[config.mk]
export PLATFORM = sky130hd
export DESIGN_NAME = imem_fetch
export DESIGN_NICKNAME = d
export VERILOG_FILES = /design/src/rtl/imem_fetch.sv
export SDC_FILE = /design/constraint.sdc
export NUM_CORES = 1
export LEC_CHECK = 0
export CAP_MARGIN = 20
export CORE_MARGIN = 4
export CORE_UTILIZATION = 45
export DETAILED_ROUTE_END_ITERATION = 6
export GPL_TIMING_DRIVEN = 0
export PLACE_DENSITY = 0.8
export SETUP_SLACK_MARGIN = 0.5
export SYNTH_ARGS = -nofsm -noshare
export SYNTH_HDL_FRONTEND = slang
export SYNTH_SLANG_ARGS = --single-unit
[constraint.sdc]
create_clock -name i_clk -period 7.7 [get_ports i_clk]
set_input_delay 1.155 -clock i_clk [delete_from_list [all_inputs] [get_ports i_clk]]
set_output_delay 1.155 -clock i_clk [all_outputs]
set_load 0.02 [all_outputs]
[src/rtl/imem_fetch.sv]
// rtl/imem_fetch.sv - instruction fetch front end for the synchronous imem SRAM
// Holds the PC, issues one SRAM read per cycle and buffers returned words for decode.
module imem_fetch #(
    parameter logic [31:0] RESET_PC  = 32'h0000_0000,
    parameter int          BUF_DEPTH = 2
) (
    input  logic        i_clk,
    input  logic        i_rst,
    input  logic        i_redirect,
    input  logic [31:0] i_redirect_pc,
    input  logic        i_dec_ready,
    output logic        o_instr_valid,
    output logic [31:0] o_instr,
    output logic [31:0] o_instr_pc,
    output logic [31:0] o_imem_addr,
    output logic        o_imem_read,
    input  logic [31:0] i_imem_rd_data
);

    localparam logic [31:0] RESET_PC_A = RESET_PC & ~32'h3;
    localparam logic [2:0]  DEPTH      = 3'(BUF_DEPTH);

    logic [31:0] pc_q, pc_d;
    logic        inflight_q, inflight_d;
    logic [31:0] inflight_pc_q, inflight_pc_d;
    logic [1:0]  count_q, count_d;
    logic [31:0] head_instr_q, head_instr_d;
    logic [31:0] head_pc_q, head_pc_d;
    logic [31:0] tail_instr_q, tail_instr_d;
    logic [31:0] tail_pc_q, tail_pc_d;

    logic        deq;
    logic        push;
    logic        issue;
    logic [2:0]  occ;
    logic [31:0] target;

    assign target = i_redirect_pc & ~32'h3;
    assign deq    = (count_q != 2'd0) & i_dec_ready;
    assign push   = inflight_q & (count_q < 2'(DEPTH) | deq);
    assign occ    = {1'b0, count_q} + {2'b00, inflight_q};
    // Counting the word already in flight keeps the buffer from ever overflowing.
    assign issue  = (occ - {2'b00, deq}) < DEPTH;

    always_comb begin
        o_imem_read = 1'b0;
        o_imem_addr = pc_q;
        if (i_rst) begin
            o_imem_addr = RESET_PC_A;
        end else if (i_redirect) begin
            o_imem_read = 1'b1;
            o_imem_addr = target;
        end else if (issue) begin
            o_imem_read = 1'b1;
        end
    end

    always_comb begin
        pc_d          = pc_q;
        inflight_d    = 1'b0;
        inflight_pc_d = inflight_pc_q;
        count_d       = count_q;
        head_instr_d  = head_instr_q;
        head_pc_d     = head_pc_q;
        tail_instr_d  = tail_instr_q;
        tail_pc_d     = tail_pc_q;

        if (i_redirect) begin
            // The returning word and every buffered entry belong to the old path.
            count_d       = 2'd0;
            pc_d          = target + 32'd4;
            inflight_d    = 1'b1;
            inflight_pc_d = target;
        end else begin
            if (issue) begin
                pc_d          = pc_q + 32'd4;
                inflight_d    = 1'b1;
                inflight_pc_d = pc_q;
            end

            if (push && deq) begin
                if (count_q == 2'd1) begin
                    head_instr_d = i_imem_rd_data;
                    head_pc_d    = inflight_pc_q;
                end else begin
                    head_instr_d = tail_instr_q;
                    head_pc_d    = tail_pc_q;
                    tail_instr_d = i_imem_rd_data;
                    tail_pc_d    = inflight_pc_q;
                end
            end else if (push) begin
                if (count_q == 2'd0) begin
                    head_instr_d = i_imem_rd_data;
                    head_pc_d    = inflight_pc_q;
                end else begin
                    tail_instr_d = i_imem_rd_data;
                    tail_pc_d    = inflight_pc_q;
                end
                count_d = count_q + 2'd1;
            end else if (deq) begin
                head_instr_d = tail_instr_q;
                head_pc_d    = tail_pc_q;
                count_d      = count_q - 2'd1;
            end
        end
    end

    always_ff @(posedge i_clk) begin
        if (i_rst) begin
            pc_q          <= RESET_PC_A;
            inflight_q    <= 1'b0;
            inflight_pc_q <= 32'd0;
            count_q       <= 2'd0;
            head_instr_q  <= 32'd0;
            head_pc_q     <= 32'd0;
            tail_instr_q  <= 32'd0;
            tail_pc_q     <= 32'd0;
        end else begin
            pc_q          <= pc_d;
            inflight_q    <= inflight_d;
            inflight_pc_q <= inflight_pc_d;
            count_q       <= count_d;
            head_instr_q  <= head_instr_d;
            head_pc_q     <= head_pc_d;
            tail_instr_q  <= tail_instr_d;
            tail_pc_q     <= tail_pc_d;
        end
    end

    assign o_instr_valid = (count_q != 2'd0);
    assign o_instr       = head_instr_q;
    assign o_instr_pc    = head_pc_q;

endmodule

# ---- Word level (Yosys, flattened, before mapping)
# Cells that the tools add are included.
# W data, S select, Z words.
dict set report classes {
  n_addsub 6
  mul 0
  div 0
  order_cmp 2
  eq_ne 4
  shifts 0
  mux 29
  n_bitwise 5
  n_reduce_logical 11
}
# op count
set ops {}
lappend ops {{$mux W32} 24}
lappend ops {{$add A32 B3 Y32 const B} 2}
lappend ops {{$reduce_bool A2 Y1} 4}
lappend ops {{$mux W2} 2}
lappend ops {{$ne A2 B2 Y1 const B} 2}
lappend ops {{$reduce_and A4 Y1} 1}
lappend ops {{$add A2 B1 Y3} 1}
lappend ops {{$lt A3 B2 Y1 const B} 1}
lappend ops {{$mux W1} 3}
lappend ops {{$ne A3 B1 Y1 const B} 1}
lappend ops {{$reduce_and A3 Y1} 1}
lappend ops {{$reduce_bool A3 Y1} 1}
lappend ops {{$sub A3 B1 Y3} 1}
lappend ops {{$add A2 B1 Y2 const B} 1}
lappend ops {{$and A1 B1 Y1} 2}
lappend ops {{$eq A2 B1 Y1 const B} 1}
lappend ops {{$logic_not A2 Y1} 1}
lappend ops {{$lt A2 B2 Y1 const B} 1}
lappend ops {{$not A1 Y1} 2}
lappend ops {{$reduce_and A2 Y1} 1}
lappend ops {{$reduce_or A2 Y1} 1}
lappend ops {{$sub A2 B1 Y2 const B} 1}
lappend ops {{$logic_and A1 B1 Y1} 1}
lappend ops {{$or A1 B1 Y1} 1}
dict set report word_totals {
  regBits 195
  latch_bits 0
  ramBits 0
  romBits 0
  inputBits 68
  wordCells 66
  memories 0
}

# ---- Logic depth before layout (Yosys ltp)
dict set report logic_depth {
  ltp_word 7
  ltp_mapped 14
  ltp_nobuf 12
}

# ---- Worst setup path before layout
# No wires, ideal clock.
dict set report synth_timing {
  path_kind {input port to output port}
  startpoint {in i_dec_ready}
  endpoint {out o_imem_read}
  arrival_time_ps 3164
  required_time_ps 6545
  path_slack_ps 3381
  cell_stages 11
  path_buffers 3
  cell_sequence {nor2b_1 -> nand2b_1 -> a21boi_0 -> fa_1 -> xor2_1 -> nor2b_1 -> buf_2 -> nor2_1 -> buf_2 -> buf_1 -> nor2_1}
}
dict set report synth_via {
  elab_chain_len 6
}
# element line_no
set synth_lines {}
lappend synth_lines {{from (decl)} 11} ;# input logic i_dec_ready,
lappend synth_lines {{$and A1 B1 Y1} 39} ;# assign deq = (count_q != 2'd0) & i_dec_ready;
lappend synth_lines {{$sub A3 B1 Y3} 43} ;# assign issue = (occ - {2'b00, deq}) < DEPTH;
lappend synth_lines {{$lt A3 B2 Y1} 43}
lappend synth_lines {{$mux W1} 53} ;# end else if (issue) begin
lappend synth_lines {{$mux W1} 50} ;# end else if (i_redirect) begin
lappend synth_lines {{$mux W1} n/a}
lappend synth_lines {{to (decl)} 16} ;# output logic o_imem_read,
# Every way passes these cells.

# ---- Worst setup path after layout
# Same ends and word-level chain as after synthesis.

==> reports/qor.yml <==
clock_tree:
  cts-htree-levels: 4
  path_clk_slew_ns: 0.07
  cts_tree: "done"
  clkLatencyLatePin_ns: 0.44
  post-cts-setup-buffer-count: 0
  clock_path_buffers: 2
  cts_resized: 0
  root_buffer: "clkbuf_16"
  cts_buffers: 17
  clkSinkCount: 187
  cts_hold_buf: 0
sta:
  finalHoldViolations: 0
  post-route-period-util: 0.7765
  skew_ns: 0.01206
  drv_slew: 0
  worst_pin_slew_ns: 0.7400
  finalCriticalPeriod_ns: 5.979
  setup_viol: 0
  rsz0062_at_grt: "false"
  slew-limit-headroom: 0.5067
  fmax_mhz: 167.2
  fin_tns_setup_ns: 0
worst_setup_path:
  cp.depth: 13
  critPathBufInv: 5
  cp_data_arrival_time_ns: 4.82
  worstRegToRegCells: 13
  cpLargestDelayFamily: "buffers and inverters"
  slowest_delay_ns: 0.59
  r2r_setup_slack_ns: 4.12
  critPathKind: "primary input to primary output"
  path_cells: "clkdlybuf4s50_1 > nor2b_1 > nand2b_1 > a21boi_0 > fa_1 > xor2_1 > nor2b_1 > buf_2 > nor2_1 > buf_2 > buf_1 > nor2_1 > clkdlybuf4s50_1"
  cp-start-kind: "primary input"
  r2r-end: "inflight_q"
  r2r_start: "count_q[1]"
  critPathSlowestCell: "clkdlybuf4s50_1"
  crit_end: "o_imem_read"
  required_ns: 6.55
  worstPathMaxFanout: 10
  worst_setup_path_end_kind: "primary output"
  crit_start: "i_dec_ready"
grt:
  grt_max_degree: 17
  track_usage: 0.2403
  first_global_vias: 8085
  grt_pass1_wl_um: 42410
  grt_antenna_before_repair: 0
  overflow: 0
die:
  fp.dieW_um: 148.6
  dieArea_um2: 22080
  std_cell_rows: 51
  io_pins: 166
  start_util: 0.4570
  die_h_um: 148.6
  core_area_um2: 19460
final_layout:
  final_cells: 1520
  n_antenna_cell: 0
  drive_above_1_share: 0.07809
  area_growth_pct: 28.08
  final_nets: 1316
route:
  drt_iter0_markers: 878
  wl_per_cell_um: 17.70
  ant_nets: 0
  dr.pass1.iters: 5
  viasPerCell: 5.539
  vias: 8420
  wirelength_um: 26910
  drc: 0
place:
  gp_congestion: 0.9273
  hpwlAfterDp_um: 20000
  place_inst: 1489
  io_buffers: 158
status:
  outcome: "finished, final reports clean"
yosys:
  syn_area_per_cell_um2: 8.366
  yosysWarnings: 0
  synth_cell_types: 60
  yosysSeqAreaShare: 0.4209
  synth_seq_cells: 187
  syn_area_um2: 8894
  syn_inst: 1063
flow_run:
  drv_cap: 0
worst_hold_path:
  hold_class: "flip-flop to flip-flop"
pwr:
  ir_drop_v: 0.0001966
  p_leak_nw: 4.284
  power_density_nw_per_um2: 288.1
final cells by class:
type                            count  area, um^2
Inverter                            9       33.78
Timing Repair Buffer              158        1582
Clock buffer                       22       484.2
Multi-Input combinational cell    783        4686
Sequential cell                   187        3744
Buffer                             87       441.7
Clock inverter                      9       88.84
Tap cell                          265       331.6
Fill cell                        1756        8071
cells by family after synthesis:
kind of cell | after synthesis | synth area share
AO/OA/AOI/OAI | 229 | 0.1687
XOR/XNOR | 35 | 0.03447
adder cells (fa/ha/maj) | 5 | 0.007879
buffers and inverters | 96 | 0.05346
flip-flops | 187 | 0.4209
multiplexers | 94 | 0.1065
other | 1 | 0.0004217
AND/OR/NAND/NOR | 416 | 0.2077
power breakdown:
| group | switching, mW | internal, mW | leakage [nW] |
|---|---|---|---|
| combinational | 0.713 | 0.477 | 2.48 |
| sequential | 0.109 | 1.12 | 1.53 |
| clock | 0.378 | 0.479 | 0.275 |
layout by cell type (no fill, tap or decap), types with 5 or more instances in the layout:
master,count
nand2_1,187
o21ai_0,9
a211oi_1,89
clkdlybuf4s50_1,158
mux2i_1,91
dfxtp_1,187
buf_2,34
nand3_1,22
nor3_1,7
a311oi_1,5
and3_1,6
clkbuf_1,37
inv_1,8
xnor2_1,24
nand3b_1,5
buf_6,5
buf_1,6
nand4b_1,5
or3_1,6
xor2_1,11
nor2_1,142
clkbuf_16,17
a21oi_1,96
buf_4,5
nand4_1,12
o21a_1,7
routing by layer:
| layer | part of all wire | vias up | wire (um) | track usage |
|---|---|---|---|---|
| li1 | - | 4043 | - | - |
| met3 | 0.090 | 68 | 2413 | 0.04357 |
| met4 | 0.026 | 0 | 701 | 0.08684 |
| met2 | 0.46 | 413 | 12400 | 0.3926 |
| met1 | 0.42 | 3896 | 11390 | 0.3194 |
| met5 | 0 | - | 0 | 0 |
sequential cells by signal (all words and copies together), names as in the netlist:
name and cells:
o_instr 32, tail_instr_q 32, inflight_pc_q 30, o_instr_pc 30
pc_q 30, tail_pc_q 30, count_q 2, inflight_q 1
synth_stat cells (all sizes together):
| cell | n | share of area |
|---|---|---|
| nand2b | 2 | 0.0014 |
| mux2i | 92 | 0.10 |
| o31a | 2 | 0.0020 |
| mux2 | 2 | 0.0025 |
| o21ai | 12 | 0.0072 |
| nor4 | 4 | 0.0028 |
| a21boi | 2 | 0.0021 |
| ha | 4 | 0.0056 |
| clkbuf | 36 | 0.015 |
| inv | 9 | 0.0038 |
| and4b | 1 | 0.0011 |
| or3 | 6 | 0.0042 |
| dfxtp | 187 | 0.42 |
| a211oi | 89 | 0.075 |
| conb | 1 | 0.00042 |
| a21oi | 100 | 0.059 |
| a211o | 1 | 0.00098 |
| a311o | 1 | 0.0011 |
| xnor2 | 24 | 0.024 |
| nand2 | 187 | 0.079 |
| nand4b | 7 | 0.0093 |
| nand3b | 5 | 0.0042 |
| nor2b | 3 | 0.0021 |
| buf | 51 | 0.034 |
| xor2 | 11 | 0.011 |
| fa | 1 | 0.0023 |
| o211a | 1 | 0.0011 |
| a22oi | 4 | 0.0055 |
| nor2 | 144 | 0.061 |
| a311oi | 5 | 0.0049 |
| nor3 | 7 | 0.0039 |
| a31oi | 3 | 0.0021 |
| or2 | 1 | 0.00070 |
| and3 | 8 | 0.0063 |
| and2 | 3 | 0.0021 |
| nand3 | 23 | 0.014 |
| o21a | 7 | 0.0059 |
| o31ai | 1 | 0.00084 |
| nand4 | 15 | 0.016 |
| o2bb2ai | 1 | 0.00098 |
worst min-delay path, stage by stage, from the launching register on:
cell     delay, ns
dfxtp_1       0.31
nand2_1       0.05
a21oi_1       0.05
stage by stage:
step                instance area (um^2)  worst slack (ns)  power (mW)    util  hold WS, ns
floorplan                           8905             3.381       1.975       -       0.4312
global placement                   10820             1.796       2.402  0.5558       0.4401
detailed placement                 10820             1.754       2.429  0.5558       0.4461
CTS                                11390             1.748       3.274  0.5853       0.4551
global route                       11390             1.535       3.431  0.5853       0.4707
finish                             11390             1.721       3.282  0.5853       0.4548
worst min path at each step:
stage	slack, ns	endpoint	from	depth (start not counted)
finish	0.45	tail_pc_q[17]	tail_pc_q[17]	2
global route	0.47	tail_pc_q[6]	tail_pc_q[6]	2
CTS	0.46	tail_pc_q[19]	tail_pc_q[19]	2
detailed placement	0.45	tail_pc_q[14]	tail_pc_q[14]	2
global placement	0.44	pc_q[31]	pc_q[31]	2
floorplan	0.43	pc_q[31]	pc_q[31]	2
(Power assumes the default switching activity.)
